File: src/rtl/ula_pkg.sv
// rtl/ula_pkg.sv - shared constants for the ULA/bus datapath core
package ula_pkg;

    localparam int N_DEF = 16;

    localparam logic [2:0] ULA_ADD = 3'b000;
    localparam logic [2:0] ULA_SUB = 3'b001;
    localparam logic [2:0] ULA_OR  = 3'b010;
    localparam logic [2:0] ULA_SLT = 3'b011;
    localparam logic [2:0] ULA_SLL = 3'b100;
    localparam logic [2:0] ULA_SRL = 3'b101;

    // Bus sources packed into one select vector; lower index wins on conflict.
    localparam int NUM_REGS = 8;
    localparam int SEL_DIN  = 0;
    localparam int SEL_R0   = 1;
    localparam int SEL_G    = SEL_R0 + NUM_REGS;
    localparam int SEL_W    = SEL_G + 1;

    typedef logic [SEL_W-1:0] bus_sel_t;

endpackage

File: src/rtl/dec3to8_unit.sv
// rtl/dec3to8_unit.sv - 3-to-8 one-hot decoder with enable
module dec3to8_unit (
    input  logic [2:0] idx,
    input  logic       en,
    output logic [7:0] onehot
);

    always_comb begin
        onehot = 8'b0;
        if (en) begin
            onehot[idx] = 1'b1;
        end
    end

endmodule

File: src/rtl/ula_bus_unit.sv
// rtl/ula_bus_unit.sv - bus mux, field decoders, ULA and G register (optional flags: ULA_FLAGS_EN)
module ula_bus_unit
    import ula_pkg::*;
#(
    parameter int N = N_DEF
) (
    input  logic              Clock,
    input  logic              Resetn,
    input  logic [N-1:0]      DIN,
    input  logic [8*N-1:0]    Rflat,
    input  logic [N-1:0]      A,
    input  logic              dinOut,
    input  logic [7:0]        regOut,
    input  logic              gOut,
    input  logic [2:0]        sinal_ULA,
    input  logic              gIn,
    input  logic [2:0]        IRx,
    input  logic [2:0]        IRy,
    input  logic              decEn,
    output logic [N-1:0]      BusWires,
    output logic [N-1:0]      G,
    output logic [7:0]        Xreg,
    output logic [7:0]        Yreg
`ifdef ULA_FLAGS_EN
    ,
    output logic              Z,
    output logic              C
`endif
);

    bus_sel_t     bus_sel;
    logic [N-1:0] bus_src [SEL_W];
    logic [N-1:0] ula_result;

    dec3to8_unit u_dec_x (
        .idx    (IRx),
        .en     (decEn),
        .onehot (Xreg)
    );

    dec3to8_unit u_dec_y (
        .idx    (IRy),
        .en     (decEn),
        .onehot (Yreg)
    );

    assign bus_sel = {gOut, regOut, dinOut};

    always_comb begin
        bus_src[SEL_DIN] = DIN;
        for (int k = 0; k < NUM_REGS; k++) begin
            bus_src[SEL_R0 + k] = Rflat[k*N +: N];
        end
        bus_src[SEL_G] = G;
    end

    // Scan from lowest priority up so the last hit is the winning source.
    always_comb begin
        BusWires = '0;
        for (int i = SEL_W - 1; i >= 0; i--) begin
            if (bus_sel[i]) begin
                BusWires = bus_src[i];
            end
        end
    end

    always_comb begin
        ula_result = '0;
        case (sinal_ULA)
            ULA_ADD: ula_result = A + BusWires;
            ULA_SUB: ula_result = A - BusWires;
            ULA_OR:  ula_result = A | BusWires;
            ULA_SLT: ula_result = {{(N-1){1'b0}}, ($signed(A) < $signed(BusWires))};
            ULA_SLL: ula_result = A << BusWires[3:0];
            ULA_SRL: ula_result = A >> BusWires[3:0];
            default: ula_result = '0;
        endcase
    end

    always_ff @(posedge Clock) begin
        if (Resetn) begin
            G <= '0;
        end else if (gIn) begin
            G <= ula_result;
        end
    end

`ifdef ULA_FLAGS_EN
    logic [N:0] add_ext;
    logic       carry_next;

    assign add_ext = {1'b0, A} + {1'b0, BusWires};

    always_comb begin
        carry_next = 1'b0;
        case (sinal_ULA)
            ULA_ADD: carry_next = add_ext[N];
            ULA_SUB: carry_next = (A < BusWires);
            default: carry_next = 1'b0;
        endcase
    end

    always_ff @(posedge Clock) begin
        if (Resetn) begin
            Z <= 1'b0;
            C <= 1'b0;
        end else if (gIn) begin
            Z <= (ula_result == '0);
            C <= carry_next;
        end
    end
`endif

endmodule

File: config.mk
export PLATFORM = sky130hd
export DESIGN_NAME = ula_bus_unit
export DESIGN_NICKNAME = d
export VERILOG_FILES = /design/src/rtl/ula_pkg.sv /design/src/rtl/dec3to8_unit.sv /design/src/rtl/ula_bus_unit.sv
export SDC_FILE = /design/constraint.sdc
export NUM_CORES = 1
export LEC_CHECK = 0
export CELL_PAD_IN_SITES_DETAIL_PLACEMENT = 0
export CELL_PAD_IN_SITES_GLOBAL_PLACEMENT = 1
export CORE_ASPECT_RATIO = 1.75
export CORE_UTILIZATION = 32
export DETAILED_ROUTE_END_ITERATION = 12
export PLACE_DENSITY = 0.81
export REMOVE_ABC_BUFFERS = 1
export SLEW_MARGIN = 20
export SYNTH_ARGS = -nofsm -noshare
export SYNTH_HDL_FRONTEND = slang
export SYNTH_HIERARCHICAL = 1
export SYNTH_SLANG_ARGS = --single-unit
File: constraint.sdc
create_clock -name Clock -period 6.4 [get_ports Clock]
set_input_delay 1.28 -clock Clock [delete_from_list [all_inputs] [get_ports Clock]]
set_output_delay 1.28 -clock Clock [all_outputs]
set_load 0.02 [all_outputs]
==> metrics.txt, run 1 <==
fill cell count=between 1.5k and 2k; Ports=~230; nets=about 1.3k; max-cap violation count=0; count leader, synth=nand2_1; Clk pin slew, worst setup/hold paths=roughly 0.050 ns; Hold Crit Start=G[8]; CTS tree=yes; Die ar.=around 19,000 µm²; largest family of logic cells by synthesized area=compound AO/OA/AOI/OAI gates; Worst-Skew Late Latency=approximately 0.25 ns; Remaining DRCs=0; Initial Util=0.326; first-pass GRT wire length=approximately 41 mm; flops & latches, synth=16; Synth area leaders=ha_1 11%, mux2i_1 10%, a21oi_1 7.3%; Top FF cell, synth=dfxtp_1; Synth Area in Compound Gates=0.338; area of the mapped netlist=around 5900 µm²; Die Wd=~100 µm; largest net degree at the start of global routing=35; pwr dens=about 120 nW/µm²; post-route ant nets=0; post-CTS sizing=0; RSZ-0062 raised after global routing=no; CP startpoint kind=primary input; Post-synth EDFFs=0; final WL=~28 mm; pre-CTS setup slack=0.508 ns; clock sinks=16; share of the cycle needed by the critical path after routing=0.883; slew margin rel.=0.490; fraction of registers with async set/reset=0; multiplexer share of the synthesized area=0.137; VDD IR-drop max=approximately 0.061 mV; static leakage=around 3.4 nW; layout cells sized above 1=0.0919; Worst Hold Class=reg2reg; Most flops, register=G; GRT Total Usage=0.283; diode count=0; Final Hold Fails=0; CTS Root Cell=clkbuf_16; most instantiated cells after synthesis=88 x nand2_1, 86 x a21oi_1, 59 x mux2i_1; buffer levels on the longest clock path=2; initial antenna violation count=0; CP Data Arrival Time=~4.4 ns; Finish-stage setup viols=0; GRT overflow=0; top cell type's share of synthesized area=0.106; drt initial violations=around 500; cts bufs inserted=3; post-CTS setup buffers=0; Final min period=roughly 5.7 ns; Final Skew=0.00419 ns; synth-to-layout area growth=43.3%; max reg flops=16; cell taking the most area after synthesis=ha_1; Via density=between 5 and 6; drt pass-1 iters=6; reg2reg start=G[8]; die height=181 µm; Mean Syn Cell Area=just over 7 µm²; post-layout power=0.999 mW; row count=between 60 and 70; Critical Path Sink Type=output pin; Yosys Warn Count=6; final worst slack=0.748 ns; gp weighted congestion=~1; post-synthesis sequential area ratio=0.0544; Worst Path Max Fanout=20; # hold bufs at CTS=0; vias in the first global route=7,125; Adder-Cell Fraction of Synth Area=0.113; CP required=5.12 ns; Slew @ Worst Pin=between 0.7 and 0.8 ns; WL per Instance=between 20 and 25 µm; core area=18,100 µm²; simple-gate share of the synthesized area=0.248; Slew Limit Fails=0; synth unique cells=between 80 and 90; CP Class=in2out; Post-Synthesis Cells=826; Final TNS setup=0 ns; post-synthesis xor/xnor area fraction=0.0208; Fmax=0.177 GHz; H-tree lvl count=1; DP HPWL=about 23 mm; IO buf count=230; Largest regs=G x16; crit path launch=regOut[7]; status=finished clean; vias=approximately 7.3k
## final timing paths
| kind | endpoint | slack, ns | depth (start not counted) |
|---|---|---|---|
| hold / removal | G[8] | 0.58 | 2 |
| setup reg to reg | G[13] | 2.34 | 19 |
| hold reg to reg | G[8] | 0.58 | 2 |
| setup / recovery | BusWires[12] | 0.75 | 11 |
## final cells by class
cell class	count	area, µm²	area share
clock buffers	3	75.1	0.00890
multi-input cells	693	5040	0.597
well taps	234	293	0.0347
repair buffers	258	2510	0.297
flip-flops and latches	16	320	0.0380
inverters	53	201	0.0239
## report_power, final
group	internal (mW)	switching [mW]	total [mW]
registers	0.106	0.00866	0.115
clock network	0.0822	0.0405	0.123
logic	0.346	0.415	0.761
## logic make-up (layout without fill, tap and decap cells)
kind of cell / count (synthesis) / count (layout)
adders and majority gates: 52 / 52
and+or+nand+nor: 261 / 261
xor gates and xnor gates: 14 / 14
buffers and inverters: 117 / 314
AOI/OAI and AO/OA: 288 / 288
DFF: 16 / 16
muxes: 78 / 78
## layout by cell type, fill, tap and decap left out, types with 19 or more instances in the layout
cell type / instances
nor2_1: 39
nor3b_1: 20
nand2b_1: 20
buf_4: 28
nand2_1: 88
inv_1: 49
clkdlybuf4s50_1: 229
o21ai_0: 54
a21oi_1: 86
mux2_2: 19
mux2i_1: 59
ha_1: 50
## routing by layer
metal / up-vias / track usage / wire, µm
met2: 313 / 0.537 / 14800
met3: 86 / 0.0305 / 1550
met4: 0 / 0.173 / 1850
met5: - / 0 / 0
met1: 3372 / 0.294 / 9710
li1: 3486 / - / -
## metrics by stage
stage,std cells,hold WS (ns),util,instance area (µm²)
6_report,1257,0.582,0.467,8440
5_1_grt,1257,0.610,0.467,8440
4_1_cts,1257,0.580,0.467,8440
3_5_place_dp,1254,0.576,0.463,8360
3_3_place_gp,1254,0.572,0.463,8360
2_1_floorplan,762,0.582,-,5560
## worst max-delay path: stages
cell             delay (ns)
clkdlybuf4s50_1        0.81
buf_4                  0.24
nand2_1                0.05
a21oi_1                0.11
a21oi_1                0.05
o21ai_0                0.49
mux2i_1                0.14
o21ai_0                0.16
mux2_2                 0.19
o221a_2                0.20
clkdlybuf4s50_1        0.64
(Power assumes the default switching activity.)
==> run 2, diff against run 1 <==
--- a/config.mk
+++ b/config.mk
@@ -8,12 +8,11 @@
 export CELL_PAD_IN_SITES_DETAIL_PLACEMENT = 0
 export CELL_PAD_IN_SITES_GLOBAL_PLACEMENT = 1
 export CORE_ASPECT_RATIO = 1.75
-export CORE_UTILIZATION = 32
+export CORE_UTILIZATION = 30
 export DETAILED_ROUTE_END_ITERATION = 12
-export PLACE_DENSITY = 0.81
+export PLACE_DENSITY = 0.79
 export REMOVE_ABC_BUFFERS = 1
 export SLEW_MARGIN = 20
 export SYNTH_ARGS = -nofsm -noshare
 export SYNTH_HDL_FRONTEND = slang
-export SYNTH_HIERARCHICAL = 1
 export SYNTH_SLANG_ARGS = --single-unit
==> metrics.txt, run 2 <==
status=finished clean; drt pass-1 iters=5; Fmax=about 0.17 GHz; clock sinks=16; Final Hold Fails=0; post-route ant nets=0; VDD IR-drop max=approximately 0.06 mV; layout cells sized above 1=0.0786; count leader, synth=nand2_1; CTS tree=yes; initial antenna violation count=0; Post-synth EDFFs=0; CP Data Arrival Time=6.02 ns; Final min period=approximately 5.9 ns; final WL=30.0 mm; Top FF cell, synth=dfxtp_1; r2r setup slk=approximately 1.9 ns; CP Class=in2reg; Remaining DRCs=0; slew margin rel.=0.390; Initial Util=0.308; Post-Synthesis Cells=roughly 850; first-pass GRT wire length=around 44 mm; Final Skew=approximately 0.0065 ns; fraction of registers with async set/reset=0; top cell type's share of synthesized area=0.111; post-CTS setup buffers=0; Synth area leaders=ha_1 11%, a21oi_1 7.0%, nand2_1 7.0%; RSZ-0062 raised after global routing=no; vias in the first global route=around 7.5k; Worst-Skew Late Latency=~0.25 ns; commonest non-fill, non-tap cells in the layout=229 x clkdlybuf4s50_1, 104 x nand2_1, 78 x a21oi_1; synth-to-layout area growth=49.9%; IO buf count=230; flops & latches, synth=16; max-cap violation count=0; pwr dens=around 120 nW/µm²; Critical Path Sink Type=register; share of the cycle needed by the critical path after routing=0.918; Largest regs=G x16; buffer levels on the longest clock path=2; largest net degree at the start of global routing=35; vias=between 7k and 8k; core area=roughly 18,000 µm²; most instantiated cells after synthesis=104 x nand2_1, 78 x a21oi_1, 59 x o21ai_0; Cells after DPL=roughly 1.3k; Die ar.=roughly 19,000 µm²; drt initial violations=approximately 420; Most flops, register=G; max reg flops=16; cts bufs inserted=3; static leakage=3.27 nW; nets=~1.3k; CP startpoint kind=primary input; gp weighted congestion=1.01; CP required=between 6 and 7 ns; Slew Limit Fails=0; Finish-stage setup viols=0; CTS Root Cell=clkbuf_16; fill cell count=approximately 2k; row count=65; most common cell after layout, fill and taps aside=clkdlybuf4s50_1; H-tree lvl count=1; area of the mapped netlist=~5600 µm²; Clk pin slew, worst setup/hold paths=about 0.06 ns; final non-filler cell total=between 1k and 1.5k; Final TNS setup=0 ns; Mean Syn Cell Area=between 6 and 7 µm²; WL per Instance=23.0 µm; DP HPWL=25.2 mm; Worst Path Max Fanout=31; post-synthesis sequential area ratio=0.0570; Die Wd=105 µm; Yosys Warn Count=0; Ports=231; Via density=5.74; cell taking the most area after synthesis=ha_1; GRT overflow=0; Slew @ Worst Pin=0.911 ns; GRT Total Usage=0.305; Worst Hold Class=reg2reg; synth unique cells=68; die height=roughly 180 µm
run 2: cell count changes after synthesis, moves of 12 or more:
cell | previous run | this run
o211ai_1 | 4 | 19
nor2b_1 | 12 | 34
nor3_1 | 10 | 39
nor3b_1 | 20 | 7
o221ai_1 | 18 | 6
inv_1 | 49 | 36
nor2_1 | 39 | 57
o221a_2 | 12 | 0
mux2i_1 | 59 | 24
nand2_1 | 88 | 104
a211oi_1 | 11 | 39
mux2_2 | 19 | 7
run 2: stage by stage:
step / power, mW / area [µm²] / util / hold WS, ns / setup slack [ns]
2_1_floorplan: 0.497 / 5310 / - / 0.581 / 0.920
3_3_place_gp: 0.875 / 8320 / 0.457 / 0.533 / 0.0725
3_5_place_dp: 0.873 / 8320 / 0.457 / 0.537 / 0.0205
4_1_cts: 1.01 / 8410 / 0.462 / 0.546 / 0.273
5_1_grt: 1.08 / 8420 / 0.462 / 0.575 / 0.0635
6_report: 1.02 / 8420 / 0.462 / 0.551 / 0.527
run 2: layout make-up:
cell class	instances	area [µm²]	share of cell area
Clock buffer	4	88.8	0.0106
Antenna cell	1	2.50	0.000297
Timing Repair Buffer	281	2720	0.323
Multi-Input combinational cell	729	4850	0.576
Inverter	39	151	0.0180
Sequential cell	16	320	0.0380
Tap cell	234	293	0.0348
run 2: metal layers:
layer | GRT usage | vias up | routed length, µm
li1 | - | 3572 | -
met3 | 0.0334 | 84 | 1480
met2 | 0.612 | 311 | 16200
met4 | 0.178 | 0 | 1980
met5 | 0 | - | 0
met1 | 0.290 | 3515 | 10400
run 2: final timing paths:
check / start / endpoint / depth (start not counted)
worst max-delay path: regOut[7] / G[12] / 21
worst min-delay path: G[1] / G[1] / 2
worst min register to register: G[1] / G[1] / 2
worst max register to register: G[4] / G[12] / 20
run 2: cells by family (layout without fill, tap and decap cells):
kind of cell	after synthesis	after routing	synth area share
compound gates	325	325	0.390
xor+xnor	15	15	0.0234
fa+ha+maj	52	52	0.119
buf+inv	101	324	0.0811
flops	16	16	0.0570
mux	32	32	0.0608
other cells	0	1	0
simple gates	305	305	0.269
run 2: where the power goes:
| group | internal [mW] | total (mW) | switching [mW] | leakage (nW) |
|---|---|---|---|---|
| registers | 0.106 | 0.112 | 0.00660 | 0.130 |
| logic | 0.346 | 0.770 | 0.424 | 3.10 |
| clock network | 0.0952 | 0.139 | 0.0441 | 0.0442 |
run 2: critical path: stages:
cell             delay [ns]
clkdlybuf4s50_1        0.52
buf_12                 0.18
and3b_1                0.19
a211oi_1               0.22
nor3_1                 0.07
a211oi_1               0.49
buf_4                  0.21
o311ai_0               0.11
o211ai_1               0.12
a21oi_1                0.08
a21oi_1                0.30
o21a_1                 0.23
ha_1                   0.24
nand3_1                0.11
nor4b_2                0.37
nor3_1                 0.11
nor3_1                 0.28
mux2i_1                0.14
xnor2_1                0.18
a221o_1                0.35
o31a_1                 0.23
run 2: timing repair:
action	4_1_cts	5_1_grt
resized for setup	0	1
hold buffers	0	0
setup endpoints to repair	0	1
endpoints found under the hold margin	0	0
==> run 3, diff against run 2 <==
--- a/config.mk
+++ b/config.mk
@@ -8,11 +8,12 @@
 export CELL_PAD_IN_SITES_DETAIL_PLACEMENT = 0
 export CELL_PAD_IN_SITES_GLOBAL_PLACEMENT = 1
 export CORE_ASPECT_RATIO = 1.75
-export CORE_UTILIZATION = 30
+export CORE_UTILIZATION = 32
 export DETAILED_ROUTE_END_ITERATION = 12
-export PLACE_DENSITY = 0.79
+export PLACE_DENSITY = 0.81
 export REMOVE_ABC_BUFFERS = 1
 export SLEW_MARGIN = 20
 export SYNTH_ARGS = -nofsm -noshare
 export SYNTH_HDL_FRONTEND = slang
+export SYNTH_HIERARCHICAL = 1
 export SYNTH_SLANG_ARGS = --single-unit
==> results of run 3 <==
Same layout as run 1: the final DEF is identical, and so are final timing and power.
==> RTL edit 1, RTL diff (settings of run 2) <==
Register the input `DIN` before use. The logic sees it one clock later. The other inputs are not delayed to match.
--- a/src/rtl/ula_bus_unit.sv
+++ b/src/rtl/ula_bus_unit.sv
@@ -28,6 +28,12 @@
 `endif
 );
 
+    logic [N-1:0] DIN_q;
+
+    always_ff @(posedge Clock) begin
+        DIN_q <= DIN;
+    end
+
     bus_sel_t     bus_sel;
     logic [N-1:0] bus_src [SEL_W];
     logic [N-1:0] ula_result;
@@ -47,7 +53,7 @@
     assign bus_sel = {gOut, regOut, dinOut};
 
     always_comb begin
-        bus_src[SEL_DIN] = DIN;
+        bus_src[SEL_DIN] = DIN_q;
         for (int k = 0; k < NUM_REGS; k++) begin
             bus_src[SEL_R0 + k] = Rflat[k*N +: N];
         end
Check against the original RTL: not equivalent (a bounded check fails within 4 cycles, from zero or initial values and one cycle with Resetn high).
==> RTL edit 1 against run 2 <==
  * Clock skew shrank 0.0013 ns
  * Synthesized cell count shrank 1.7%
  * Critical path depth shrank 1
  * Setup slack gained 0.0016 ns
  * Sequential cell count grew 16
  * First-iteration DRC count grew 38%
  * Design area grew 2.8%
  * Synthesized area grew 3.6%
  * Cell count shrank 0.84%
  * Wire length shrank 1.5%
  * Total power grew 25%
  * Critical path type unchanged
==> RTL edit 1: results (changes against run 2) <==
* Hold Slack at 0.558 ns (+0.00643 ns)
* Placement Cell Area at 0.00847 mm2 (+1.8%)
* Fillers at 1,985 (+1.5%)
* Clock buffer depth at 2 (unchanged)
* First-pass GRT wire length at 42,200 um (-4.7%)
* Mux cell area share after synthesis at 0.0976 (+0.0368)
* Routability cong. at 0.951 (-6.1%)
* Global Route Usage Sum at 0.288 (-0.0166)
* Final Net Count at 1,286 (-1.5%)
* Antenna Diode Count at 0 (-1)
* Vias in the first global route at 7,099 (-4.9%)
* Largest net degree at the start of global routing at 31 (-11%)
* Biggest regs: DIN_q: 16 flops, G: 16 flops
* Worst slack at placement at 0.353 ns (+0.333 ns)
* Syn_area_per_cell at 6.99 um2 (+5.4%)
* Clock Latency Late Sink at 0.30 ns (+0.05 ns)
* Internal power at 0.756 mW (+38%)
* Synth top area cells: dfxtp_1 11%, ha_1 11%, mux2i_1 8.6%, nand2_1 7.0%, a21oi_1 5.7%
* Synth top cells by count: 109 x nand2_1, 66 x a21oi_1, 57 x nor2_1
* Critical Path AT at 6.05 ns (+0.03 ns)
* LEAKAGE at 3.54 nW (+8.0%)
* Peak supply drop at 102 uV (+71%)
* Post-synthesis adder-cell area fraction at 0.114 (-0.00413)
* First-pass DRT Iterations at 6 (+1)
* Crit path largest cell delay at 0.67 ns (+0.15 ns)
* Synth Area in Compound Gates at 0.343 (-0.0474)
* Worst Path Max Fanout at 10 (-68%)
* Crit path time final at 5.87 ns (-0.00162 ns)
* Slew HR at 0.455 (+0.0649)
* Cells after DPL at 1,285 (-1.1%)
* Vias at 7,302 (-2.4%)
* Worst Reg-to-Reg Cells at 19 (-5.0%)
* Unique masters post-synth at 69 (+1.5%)
* Synth Area in XOR/XNOR at 0.0226 (-0.000815)
* DRT iter0 DRCs at 571 (+38%)
* H-tree depth at 2 (+1)
* Num CTS Buffers at 5 (+2)
* Setup bufs post-CTS at 0 (unchanged)
* Run status: complete, no violations
* WL per Instance at 22.9 um (-0.65%)
* Post-detail-place hpwl at 24,700 um (-1.8%)
* Layout cell share with drive strength beyond 1 at 0.0741 (-0.00443)
* Seq/Total Area, Yosys at 0.110 (+0.0531)
* Routed wire length at 29,600 um (-1.5%)
* Worst Clk Skew at 0.00522 ns (-0.00126 ns)
RTL edit 1: cell types whose count changed after synthesis, sizes merged, moves of 9 or more:
cell,run 2,this run
a211oi,40,20
a21oi,79,66
dfxtp,16,32
mux2i,24,50
nand2b,16,25
nor2b,34,16
nor3,39,18
o211ai,19,28
o21ai,72,51
o31a,14,3
RTL edit 1: logic make-up after synthesis:
logic type,count (synthesis)
compound gates,289
mux,56
simple gates,282
xor+xnor,15
fa+ha+maj,52
buf+inv,106
flops,32
RTL edit 1: tightest hold or removal path, delay by kind of cell, from the launching register on:
| family | cells | cell delay, ns |
|---|---|---|
| AO/OA/AOI/OAI | 1 | 0.08 |
| flip-flops | 1 | 0.32 |
| AND/OR/NAND/NOR | 1 | 0.10 |
RTL edit 1: path summary, 6_finish.rpt:
path / start / endpoint
worst max-delay path: gOut / G[0]
worst min-delay path: G[1] / G[1]
worst max register to register: G[8] / G[0]
worst min register to register: G[1] / G[1]
RTL edit 1: final cells by class:
cell class	count	area, um2	share of cell area
clock buffers	7	153	0.0176
clock inverters	1	30.0	0.00347
inverters	47	176	0.0204
multi-input cells	694	4730	0.546
flip-flops and latches	32	641	0.0740
well taps	241	302	0.0349
repair buffers	271	2620	0.303
RTL edit 1: power by group through the flow:
| stage | sequential [mW] | clock, mW | combinational [mW] |
|---|---|---|---|
| finish | 0.220 | 0.310 | 0.746 |
| global route | 0.220 | 0.321 | 0.796 |
| floorplan | 0.226 | 0 | 0.369 |
| detailed placement | 0.224 | 0 | 0.733 |
| CTS | 0.220 | 0.313 | 0.737 |
| global placement | 0.224 | 0 | 0.737 |
RTL edit 1: routing by layer:
layer,vias up,GRT usage,wire (um)
met3,97,0.0484,2010
met2,374,0.558,15600
li1,3487,-,-
met4,0,0.201,2090
met5,-,0,0
met1,3344,0.269,9840
==> RTL edit 2, RTL diff (config.mk and constraints of run 2) <==
Without the edit above. The package constant `N_DEF` goes from 16 to 15.
--- a/src/rtl/ula_pkg.sv
+++ b/src/rtl/ula_pkg.sv
@@ -1,7 +1,7 @@
 // rtl/ula_pkg.sv - shared constants for the ULA/bus datapath core
 package ula_pkg;
 
-    localparam int N_DEF = 16;
+    localparam int N_DEF = 15;
 
     localparam logic [2:0] ULA_ADD = 3'b000;
     localparam logic [2:0] ULA_SUB = 3'b001;
Interface: changed (5 resized); port bits go from 231 to 219. The function was not compared with the original's and may differ.
==> RTL edit 2 against run 2 <==
  * Die area is 3.8% lower
  * Design area decreased by 6.0%
  * Non-clock buffer count shrank 36
  * Critical path depth down 10
  * Sequential share of layout area barely moved
  * Setup slack improved by 0.11 ns
  * Synthesized area fell by 3.9%
  * Register-to-register slack gained 0.31 ns
  * Count of clock-buffer cells in the layout did not move
  * Wire length is 4.3% lower
  * Global-route usage is 0.47 points lower
  * Sequential cell count down 1
  * Total power fell by 3.1%
  * Critical endpoint is now BusWires[11]
==> RTL edit 2: results (changes against run 2) <==
* Port bufs at 218 (-5.2%)
* Unique masters post-synth at 76 (+12%)
* Fillers at 1,831 (-6.4%)
* Hold EP: G[13]
* Run status: complete, no violations
* Worst Clk Skew at 0.00936 ns (+0.00288 ns)
* Worst Path Max Fanout at 18 (-42%)
* Worst Reg-to-Reg Cells at 18 (-10%)
* Layout cell share with drive strength beyond 1 at 0.0637 (-0.0149)
* Seq/Total Area, Yosys at 0.0556 (-0.00142)
* Largest net degree at the start of global routing at 28 (-20%)
* Synth top area cells: ha_1 11%, mux2i_1 11%, a21oi_1 6.5%, nand2_1 5.8%, dfxtp_1 5.6%
* Comb pwr at 0.750 mW (-3%)
* Internal power at 0.512 mW (-6.4%)
* Global Route Usage Sum at 0.300 (-0.00469)
* Hold_sp: G[13]
* Post-detail-place hpwl at 23,900 um (-5.3%)
* Clock group power at 0.130 mW (-6%)
* Synth top cells by count: 84 x nand2_1, 76 x nor2_1, 70 x a21oi_1, 59 x mux2i_1, 56 x o21ai_0
* Critical Path AT at 4.49 ns (-1.53 ns)
* Via-per-instance ratio at 5.78 (+0.76%)
* CP delay by family, top: buffers and inverters
* R2R Path End: G[13]
* Vias in the first global route at 7,166 (-4.0%)
* Crit path largest cell delay at 0.67 ns (+0.15 ns)
## RTL edit 2: cell count changes in the layout (fill, tap and decap cells not counted), sizes merged, moves of 19 or more
cell | before | now
nor2b | 34 | 8
mux2i | 24 | 61
nor3 | 39 | 18
buf | 52 | 27
a211oi | 40 | 9
nand2 | 104 | 84
nor2 | 58 | 77
## RTL edit 2: per-stage QoR
step	setup WS, ns	hold WS, ns	cells	instance area [um2]	total power [mW]
floorplan	0.462	0.548	740	5150	0.499
global placement	0.531	0.493	1216	7830	0.852
detailed placement	0.503	0.500	1216	7830	0.847
CTS	0.590	0.513	1220	7910	0.980
global route	0.443	0.554	1221	7910	1.04
finish	0.635	0.511	1221	7910	0.990
## RTL edit 2: metal layers
layer,GRT usage,vias up
li1,-,3329
met1,0.301,3306
met2,0.565,322
met3,0.0194,102
met5,0,-
met4,0.199,0
## RTL edit 2: cell type report
class | count | share of cell area
diodes | 1 | 0.000316
clock buffers | 4 | 0.00996
inverters | 45 | 0.0220
multi-input cells | 680 | 0.592
flip-flops and latches | 15 | 0.0379
well taps | 231 | 0.0365
repair buffers | 245 | 0.301
## RTL edit 2: logic make-up (layout without fill, tap and decap cells)
family | after synthesis | count (layout) | share of synthesized area
other | 0 | 1 | 0
and+or+nand+nor | 256 | 256 | 0.225
xor gates and xnor gates | 14 | 14 | 0.0227
DFF | 15 | 15 | 0.0556
muxes | 71 | 71 | 0.139
adders and majority gates | 49 | 49 | 0.115
AOI/OAI and AO/OA | 290 | 290 | 0.365
buffers and inverters | 95 | 294 | 0.0781
## RTL edit 2: worst max path at each step
stage / slack, ns / endpoint
global route: 0.44 / G[5]
finish: 0.63 / BusWires[11]
floorplan: 0.46 / G[13]
global placement: 0.53 / G[13]
CTS: 0.59 / BusWires[11]
detailed placement: 0.50 / G[13]
